==> src/rtl/clock_pkg.sv <==
// Shared BCD limits, digit widths and digit-increment helpers for the 24-hour timekeeper.
package clock_pkg;

  localparam int unsigned HOUR1_W = 2;
  localparam int unsigned HOUR0_W = 4;
  localparam int unsigned MIN1_W  = 3;
  localparam int unsigned MIN0_W  = 4;
  localparam int unsigned SEC_W   = 6;

  localparam logic [MIN0_W-1:0]  MIN0_MAX       = 4'd9;
  localparam logic [MIN1_W-1:0]  MIN1_MAX       = 3'd5;
  localparam logic [HOUR0_W-1:0] HOUR0_MAX      = 4'd9;
  localparam logic [HOUR0_W-1:0] HOUR0_MAX_AT_2 = 4'd3;
  localparam logic [HOUR1_W-1:0] HOUR1_MAX      = 2'd2;
  localparam logic [SEC_W-1:0]   SEC_MAX        = 6'd59;

  typedef struct packed {
    logic [HOUR1_W-1:0] hour1;
    logic [HOUR0_W-1:0] hour0;
    logic [MIN1_W-1:0]  min1;
    logic [MIN0_W-1:0]  min0;
  } bcd_time_t;

  function automatic logic min_at_max(bcd_time_t t);
    return (t.min1 == MIN1_MAX) && (t.min0 == MIN0_MAX);
  endfunction

  // Minutes +1 with 59 -> 00 wrap; hours are left alone.
  function automatic bcd_time_t inc_min(bcd_time_t t);
    bcd_time_t r;
    r = t;
    if (t.min0 == MIN0_MAX) begin
      r.min0 = '0;
      r.min1 = (t.min1 == MIN1_MAX) ? '0 : t.min1 + 3'd1;
    end else begin
      r.min0 = t.min0 + 4'd1;
    end
    return r;
  endfunction

  function automatic bcd_time_t inc_hour(bcd_time_t t);
    bcd_time_t r;
    r = t;
    if (t.hour1 == HOUR1_MAX && t.hour0 == HOUR0_MAX_AT_2) begin
      r.hour1 = '0;
      r.hour0 = '0;
    end else if (t.hour0 == HOUR0_MAX) begin
      r.hour0 = '0;
      r.hour1 = t.hour1 + 2'd1;
    end else begin
      r.hour0 = t.hour0 + 4'd1;
    end
    return r;
  endfunction

endpackage

==> src/rtl/clock_timekeeper_if.sv <==
// Control inputs and display-facing outputs of the timekeeper.
interface clock_timekeeper_if;
  import clock_pkg::*;

  logic               run;
  logic               btn_hour;
  logic               btn_min;
  logic [HOUR1_W-1:0] hour1;
  logic [HOUR0_W-1:0] hour0;
  logic [MIN1_W-1:0]  min1;
  logic [MIN0_W-1:0]  min0;
  logic               sec_tick;
  logic               blink;

  modport master (
    output run, btn_hour, btn_min,
    input  hour1, hour0, min1, min0, sec_tick, blink
  );

  modport slave (
    input  run, btn_hour, btn_min,
    output hour1, hour0, min1, min0, sec_tick, blink
  );
endinterface

==> src/rtl/tick_prescaler.sv <==
// Divides the board clock down to a once-per-second strobe and a 50% blink flag.
module tick_prescaler #(
  parameter int unsigned TICKS_PER_SEC = 100000000,
  parameter int unsigned CNT_W         = 27
) (
  input  logic clk,
  input  logic rst,
  input  logic run,
  output logic tick,
  output logic blink
);

  localparam logic [CNT_W-1:0] Last = CNT_W'(TICKS_PER_SEC - 1);
  localparam logic [CNT_W-1:0] Half = CNT_W'(TICKS_PER_SEC / 2);

  logic [CNT_W-1:0] pcnt_q, pcnt_d;
  logic             blink_q;

  // Combinational strobe: the top registers it so digits and sec_tick change together.
  assign tick  = run && (pcnt_q == Last);
  assign blink = blink_q;

  always_comb begin
    pcnt_d = pcnt_q;
    if (run) pcnt_d = tick ? '0 : pcnt_q + CNT_W'(1);
  end

  always_ff @(posedge clk or negedge rst) begin
    if (!rst) begin
      pcnt_q  <= '0;
      blink_q <= 1'b1;
    end else begin
      pcnt_q  <= pcnt_d;
      blink_q <= (pcnt_d < Half);
    end
  end

endmodule

==> src/rtl/clock_timekeeper.sv <==
// 24-hour BCD clock with seconds prescaler and debounced-by-sync hour/minute set buttons.
module clock_timekeeper #(
  parameter int unsigned TICKS_PER_SEC = 100000000,
  parameter int unsigned CNT_W         = 27
) (
  input logic              clk,
  input logic              rst,
  clock_timekeeper_if.slave tk
);
  import clock_pkg::*;

  logic             tick, blink;
  logic [1:0]       sync1_q, sync2_q, prev_q, inc_q;
  logic             inc_h, inc_m;
  bcd_time_t        tod_q, tod_d;
  logic [SEC_W-1:0] sec_q, sec_d;
  logic             sec_tick_q;
  logic             min_carry, hour_carry;

  tick_prescaler #(
    .TICKS_PER_SEC (TICKS_PER_SEC),
    .CNT_W         (CNT_W)
  ) u_prescaler (
    .clk   (clk),
    .rst   (rst),
    .run   (tk.run),
    .tick  (tick),
    .blink (blink)
  );

  // Bit 1 = hour button, bit 0 = minute button; inc_q is registered to keep a 3-edge latency.
  always_ff @(posedge clk or negedge rst) begin
    if (!rst) begin
      sync1_q <= '0;
      sync2_q <= '0;
      prev_q  <= '0;
      inc_q   <= '0;
    end else begin
      sync1_q <= {tk.btn_hour, tk.btn_min};
      sync2_q <= sync1_q;
      prev_q  <= sync2_q;
      inc_q   <= sync2_q & ~prev_q;
    end
  end

  assign inc_h = inc_q[1];
  assign inc_m = inc_q[0];

  always_comb begin
    tod_d      = tod_q;
    sec_d      = sec_q;
    min_carry  = tick && (sec_q == SEC_MAX);
    // A manual minute bump swallows a coincident rollover so minutes move by exactly one.
    hour_carry = min_carry && !inc_m && min_at_max(tod_q);
    if (inc_m)     sec_d = '0;
    else if (tick) sec_d = min_carry ? '0 : sec_q + 6'd1;
    if (inc_m || min_carry)  tod_d = inc_min(tod_d);
    if (inc_h || hour_carry) tod_d = inc_hour(tod_d);
  end

  always_ff @(posedge clk or negedge rst) begin
    if (!rst) begin
      tod_q      <= '0;
      sec_q      <= '0;
      sec_tick_q <= 1'b0;
    end else begin
      tod_q      <= tod_d;
      sec_q      <= sec_d;
      sec_tick_q <= tick;
    end
  end

  assign tk.hour1    = tod_q.hour1;
  assign tk.hour0    = tod_q.hour0;
  assign tk.min1     = tod_q.min1;
  assign tk.min0     = tod_q.min0;
  assign tk.sec_tick = sec_tick_q;
  assign tk.blink    = blink;

endmodule

==> src/flat_wrapper.sv <==
// flat-port wrapper written by rule: the top's interface ports become plain ports
module clock_timekeeper_flat import clock_pkg::*;
#(
  parameter int unsigned TICKS_PER_SEC = 100000000,
  parameter int unsigned CNT_W         = 27
)
  (clk, rst, tk_run, tk_btn_hour, tk_btn_min, tk_hour1, tk_hour0, tk_min1, tk_min0, tk_sec_tick, tk_blink);
  clock_timekeeper_if tk_i ();
  input logic clk;
  input logic rst;
  input wire logic [$bits(tk_i.run)-1:0] tk_run;
  input wire logic [$bits(tk_i.btn_hour)-1:0] tk_btn_hour;
  input wire logic [$bits(tk_i.btn_min)-1:0] tk_btn_min;
  output wire logic [$bits(tk_i.hour1)-1:0] tk_hour1;
  output wire logic [$bits(tk_i.hour0)-1:0] tk_hour0;
  output wire logic [$bits(tk_i.min1)-1:0] tk_min1;
  output wire logic [$bits(tk_i.min0)-1:0] tk_min0;
  output wire logic [$bits(tk_i.sec_tick)-1:0] tk_sec_tick;
  output wire logic [$bits(tk_i.blink)-1:0] tk_blink;
  assign tk_i.run = tk_run;
  assign tk_i.btn_hour = tk_btn_hour;
  assign tk_i.btn_min = tk_btn_min;
  assign tk_hour1 = tk_i.hour1;
  assign tk_hour0 = tk_i.hour0;
  assign tk_min1 = tk_i.min1;
  assign tk_min0 = tk_i.min0;
  assign tk_sec_tick = tk_i.sec_tick;
  assign tk_blink = tk_i.blink;
  clock_timekeeper #(.TICKS_PER_SEC(TICKS_PER_SEC), .CNT_W(CNT_W)) u_core (.clk(clk), .rst(rst), .tk(tk_i));
endmodule
==> config.mk <==
export PLATFORM = sky130hd
export DESIGN_NAME = clock_timekeeper_flat
export DESIGN_NICKNAME = d
export VERILOG_FILES = /design/src/rtl/clock_pkg.sv /design/src/rtl/clock_timekeeper_if.sv /design/src/rtl/tick_prescaler.sv /design/src/rtl/clock_timekeeper.sv /design/src/flat_wrapper.sv
export SDC_FILE = /design/constraint.sdc
export NUM_CORES = 1
export LEC_CHECK = 0
export CORE_ASPECT_RATIO = 2
export CORE_MARGIN = 8
export CORE_UTILIZATION = 51
export DETAILED_ROUTE_END_ITERATION = 16
export PLACE_DENSITY = 0.71
export SLEW_MARGIN = 20
export SYNTH_ARGS = -nofsm -noshare
export SYNTH_HDL_FRONTEND = slang
export SYNTH_HIERARCHICAL = 1
export SYNTH_SLANG_ARGS = --single-unit
==> constraint.sdc <==
create_clock -name clk -period 3 [get_ports clk]
set_clock_uncertainty 0.05 [all_clocks]
set_input_delay 0.6 -clock clk [delete_from_list [all_inputs] [get_ports clk]]
set_output_delay 0.6 -clock clk [all_outputs]
set_load 0.02 [all_outputs]
## Word-level counts from Yosys, hierarchy flattened

Cells that the tools add are included.

| storage, ports and cells | value |
|---|---|
| register bits after elaboration | 56 |
| input bits | 5 |
| word-level logic and storage cells | 51 |

| operators by class | value |
|---|---|
| add/subtract/negate cells | 6 |
| $lt $le $gt $ge | 1 |
| equal/unequal tests | 7 |
| muxes and demuxes | 13 |
| bitwise operators | 2 |
| reductions and logical operators | 10 |

Operators by type and width:

| operator | count |
|---|---|
| two-way mux 27 bit | 2 |
| adder 27 x 1 -> 27 bit (second input constant) | 1 |
| == test 27 bit (second input constant) | 1 |
| < comparator 27 x 26 -> 1 bit (second input constant) | 1 |
| two-way mux 6 bit | 4 |
| two-way mux 13 bit | 1 |
| adder 4 x 1 -> 4 bit (second input constant) | 2 |
| == test 4 bit (second input constant) | 2 |
| two-way mux 4 bit | 2 |
| two-way mux 7 bit | 1 |
| adder 6 x 1 -> 6 bit (second input constant) | 1 |
| == test 6 bit (second input constant) | 1 |
| logical AND 1 bit | 6 |
| two-way mux 3 bit | 2 |
| == test 4 x 2 -> 1 bit (second input constant) | 1 |
| adder 3 x 1 -> 3 bit (second input constant) | 1 |
| == test 3 bit (second input constant) | 1 |
| adder 2 x 1 -> 2 bit (second input constant) | 1 |
| bitwise AND 2 bit | 1 |
| == test 2 bit (second input constant) | 1 |
| logical OR 1 bit | 2 |
| two-way mux 2 bit | 1 |
| inverter 2 bit | 1 |
| nonzero test 2 bit | 1 |
| zero test 1 bit | 1 |

## Logic depth before layout (Yosys ltp)

| logic depth | value |
|---|---|
| depth in word-level cells | 7 |
| mapped depth | 10 |
| mapped depth without buffers | 8 |

## Hierarchy

Netlist, hierarchy kept.

By module, submodules not included:

| module | instances | cells an instance | area an instance (µm²) |
|---|---|---|---|
| tick_prescaler | 1 | 175 | 1624.1 |
| clock_timekeeper | 1 | 102 | 1243.7 |

## Worst setup path before layout

OpenSTA, ideal clock, no wires.

| timing | value |
|---|---|
| path type | input to register |
| start point | input port tk_run |
| end point | register u_core.tod_q (netlist bit u_core/tk.hour0[2]) |
| setup time | 0.139 ns |
| arrival | 2.626 ns |
| data required time | 2.811 ns |
| setup slack | 0.186 ns |
| cell stages on the path | 10 |
| cell sequence | buf_4 -> nand3_1 -> or3_4 -> nor4_4 -> buf_2 -> and2_1 -> a41oi_1 -> buf_4 -> o21ai_0 -> o41ai_2 |

| between the ends | value |
|---|---|
| cells in the longest elaborated chain, start to end | 6 |

RTL lines:

| what | line | text |
|---|---|---|
| start: declaration | flat_wrapper.sv:11 | `input wire logic [$bits(tk_i.run)-1:0] tk_run;` |
| logical AND 1 bit | tick_prescaler.sv:20 | `assign tick = run && (pcnt_q == Last);` |
| named net u_core.tick | clock_timekeeper.sv:12 | `logic tick, blink;` |
| logical AND 1 bit | clock_timekeeper.sv:52 | `min_carry = tick && (sec_q == SEC_MAX);` |
| logical AND 1 bit (2 in series) | clock_timekeeper.sv:54 | `hour_carry = min_carry && !inc_m && min_at_max(tod_q);` |
| logical OR 1 bit | clock_timekeeper.sv:58 | `if (inc_h \|\| hour_carry) tod_d = inc_hour(tod_d);` |
| two-way mux 13 bit | clock_timekeeper.sv:58 |  |
| end signal: assignment | clock_timekeeper.sv:67 | `tod_q <= tod_d;` |
| end: declaration | clock_timekeeper.sv:15 | `bcd_time_t tod_q, tod_d;` |

The timed path passes the listed nets, and every way through them passes these cells.
A chain may end at the register's enable or synchronous reset.

## Worst setup path after layout

| timing | value |
|---|---|
| start point | register u_core.u_prescaler.pcnt_q[11] |
| end point | register u_core.tod_q (netlist bit u_core/tk.min1[2]) |

| between the ends | value |
|---|---|
| cells in the longest elaborated chain, start to end | 6 |

RTL lines:

| what | line | text |
|---|---|---|
| start: declaration | tick_prescaler.sv:16 | `logic [CNT_W-1:0] pcnt_q, pcnt_d;` |
| start signal: assignment | tick_prescaler.sv:33 | `pcnt_q <= pcnt_d;` |
| == test 27 bit | tick_prescaler.sv:20 |  |
| logical AND 1 bit | tick_prescaler.sv:20 |  |
| named net u_core.tick | clock_timekeeper.sv:12 |  |
| logical AND 1 bit | clock_timekeeper.sv:52 |  |
| logical OR 1 bit | clock_timekeeper.sv:57 | `if (inc_m \|\| min_carry) tod_d = inc_min(tod_d);` |
| two-way mux 7 bit | clock_timekeeper.sv:57 |  |
| two-way mux 13 bit | clock_timekeeper.sv:58 |  |

The timed path passes the listed nets, and every way through them passes these cells.

==> run_results.csv <==
group,metric,value,unit
detailed_routing,drt-vias-per-instance,5.816,
clock_network,root_buffer,"clkbuf_8",
worst_hold_path,hp-class,"flop to flop",
cells_and_area,num_antenna_cells,0,
global_routing,antenna_found_initial,0,
synthesis,synthesis.area,2868,um2
placement,port_buffers,19,
die,initial_core_util,52.91,%
synthesis,synthFlopType,"dfrtp_1",
synthesis,avgSynthCellArea,10.35,um2
synthesis,syn-num-nets,286,
die,core,5420,um2
global_routing,grt_pass1_vias,2270,
synthesis,synth-edff-count,0,
detailed_routing,remaining_drc_errors,0,
clock_network,postCtsHoldBufs,0,
synthesis,seq_area_frac_synth,48.91,%
clock_network,cts_made_buffers,5,
die,chipHeight,122.0,um
clock_network,clkTransAtPathRegs,0.10,ns
sta,worst_slew_pin_slew,0.9483,ns
clock_network,clockBufferDepth,2,
detailed_routing,ant_nets,0,
sta,min_period,2.719,ns
job,max_cap_viol_count,0,
die,die_w,69.03,um
worst_setup_path,arrival,2.88,ns
status,outcome,"completed",
synthesis,ys_warn_count,6,
cells_and_area,nets,318,
clock_network,cts.repair.resized,0,
clock_network,h-tree-depth,2,
cells_and_area,fin_area,3304,um2
global_routing,grt_first_pass_wirelength,10200,um
sta,fmax,0.3678,GHz
die,dieArea,8424,um2
sta,slew_viol_final,0,
clock_network,cts_tree,"yes",
die,ioPinCount,20,
clock_network,clock_sinks,56,
cells_and_area,synthToLayoutAreaGrowth,15.23,%
global_routing,track_usage,14.76,%
clock_network,post-cts-setup-buffers,0,
detailed_routing,vias,2152,
global_routing,overflow,0,
worst_setup_path,crit_type,"flop to flop",
sta,hold_violations,0,
sta,rsz0062_at_grt,"false",
cells_and_area,fillers,485,
worst_setup_path,cp_max_fo,7,
power,power.leakage,1.449,nW
detailed_routing,wl,5920,um
die,placementRows,38,
synthesis,synth_cell_types,59,
global_routing,grt_max_degree,44,
detailed_routing,drt-pass1-iter-count,4,
worst_setup_path,endpoint_kind,"flop",
detailed_routing,wl_per_cell,16.00,um
clock_network,clock_latency,0.32,ns
power,power.density,607.3,nW/um2
detailed_routing,drt_iter0_markers,130,
placement,dp_hpwl,4419,um
placement,place_congestion,0.8709,
worst_setup_path,crit_path_start_kind,"flop",
synthesis,async_flop_share,100.0,%
cells_and_area,finish.utilization,60.96,%
cells_and_area,final_layout_size_suffix_gt1_share,13.55,%
sta,max_slew_margin,36.78,%
sta,period_share,90.62,%
synthesis,ys_ff_latch,56,
synthesis,syn_inst,277,
placement,dpl_cell_area,3193,um2
worst_setup_path,critPathRequiredTime,3.16,ns
sta,setup_viol,0,
power,ir_drop,0.4914,mV
sta,setup_tns,0,ns
[area by class of cell]
class                      count  area (um2)  share of cell area [%]
sequential                    56        1403                   42.45
multi-input combinational    202        1369                   41.42
timing repair buffer          37       320.3                   9.693
tap                           60       75.07                   2.272
clock buffer                   5       68.82                   2.083
clock inverter                 3       42.54                   1.287
inverter                       7       26.28                  0.7952
[through the flow]
| stage | total power [mW] | hold slack, ns | worst slack, ns | std cells |
|---|---|---|---|---|
| after floorplan | 1.309 | 0.2544 | 0.1859 | 277 |
| after global placement | 1.516 | 0.2851 | 0.1242 | 362 |
| after detailed placement | 1.529 | 0.2881 | 0.09004 | 362 |
| after CTS | 2.034 | 0.3063 | 0.2951 | 370 |
| after global routing | 2.118 | 0.3146 | 0.1914 | 370 |
| final | 2.007 | 0.3012 | 0.2814 | 370 |
[critical path, stage by stage, from the launching register on]
cell,delay [ns]
dfrtp_1,0.46
nor4b_1,0.55
nand4b_1,0.32
nor4_4,0.33
and2_1,0.20
a21o_1,0.25
nand3_1,0.15
mux2_2,0.29
[registers in the layout, indices dropped and copies added (netlist names)]
register / flops
u_core/sync2_q: 2
u_core/tk.min0: 4
u_core/tk.sec_tick: 1
u_core/u_prescaler/pcnt_q: 27
u_core/prev_q: 2
u_core/sync1_q: 2
u_core/inc_q: 2
u_core/tk.min1: 3
u_core/u_prescaler/blink: 1
u_core/tk.hour1: 2
u_core/tk.hour0: 4
u_core/sec_q: 6
[synthesized netlist by cell type, types with 2 or more instances]
cell type	count	area (um2)
and4bb_2	2	25.02
or3_1	2	12.51
nor3_1	5	25.02
o21ai_0	6	30.03
and3_1	3	18.77
mux2i_1	2	20.02
nor2b_1	8	50.05
nor4_1	4	25.02
nand4_1	15	93.84
and3b_1	2	17.52
nor3b_1	2	15.01
inv_1	7	26.28
dfrtp_1	55	1376
o31ai_1	4	30.03
and2_1	4	25.02
nand2_1	19	71.32
xor2_1	15	131.4
nand3_1	11	55.05
nand4b_1	3	26.28
ha_1	4	50.05
mux2_2	3	33.78
xnor2_1	15	131.4
buf_2	4	20.02
nand3b_1	5	37.54
a21o_1	4	30.03
o21bai_1	2	15.01
buf_4	3	22.52
nor2_1	30	112.6
clkbuf_1	3	11.26
a21oi_1	6	30.03
[cell usage in the layout (no fill, tap or decap), drive strengths merged, types with 2 or more instances in the layout]
cell / netlist / final
o31ai: 4 / 4
a21o: 4 / 4
and2: 4 / 4
nand4: 16 / 16
mux2: 3 / 3
inv: 7 / 7
a31o: 2 / 2
and3b: 2 / 2
nand3: 11 / 11
buf: 8 / 19
a21oi: 6 / 6
ha: 4 / 4
and3: 3 / 3
clkdlybuf4s50: 0 / 18
nor3b: 2 / 2
nand4b: 3 / 3
o21ai: 7 / 7
xor2: 15 / 15
nor3: 6 / 6
xnor2: 15 / 15
nand2: 19 / 19
nand3b: 5 / 5
or3: 3 / 3
nor4: 6 / 6
nor2b: 8 / 8
and4bb: 2 / 2
o21bai: 2 / 2
mux2i: 2 / 2
dfrtp: 55 / 55
nor2: 30 / 30
clkbuf: 4 / 5
[worst paths after layout]
kind | cells after the start | endpoint | slack [ns] | start
max | 7 | u_core/tk.min1[2] | 0.28 | u_core/u_prescaler/pcnt_q[11]
min | 0 | u_core/sync2_q[1] | 0.30 | u_core/sync1_q[1]
max reg2reg | 7 | u_core/tk.min1[2] | 0.28 | u_core/u_prescaler/pcnt_q[11]
min reg2reg | 0 | u_core/sync2_q[1] | 0.30 | u_core/sync1_q[1]
max in group asynchronous | 2 | u_core/u_prescaler/pcnt_q[16] | 1.78 | rst
min in group asynchronous | 1 | u_core/tk.hour0[2] | 0.37 | rst
[kinds of logic (layout without fill, tap and decap cells)]
logic type / Yosys count / count (layout) / synth area share (%)
mux: 5 / 5 / 1.876
buf+inv: 19 / 52 / 3.359
xor+xnor: 30 / 30 / 9.163
fa+ha+maj: 4 / 4 / 1.745
simple gates: 127 / 127 / 25.96
flops: 56 / 56 / 48.91
compound gates: 36 / 36 / 8.989
[routing by layer]
layer  track usage [%]  routed length [um]  vias to the layer above
met3             3.420                 195                       17
li1                  -                   -                     1048
met4             9.419                 221                        0
met5                 0                   0                        -
met1             13.19                2213                     1048
met2             28.52                3291                       39
[power by group]
part | internal (mW) | switching (mW) | total (mW)
logic | 0.261 | 0.234 | 0.495
clock network | 0.247 | 0.248 | 0.496
registers | 0.864 | 0.152 | 1.02
total | 1.37 | 0.635 | 2.01
(Power assumes the default switching activity.)
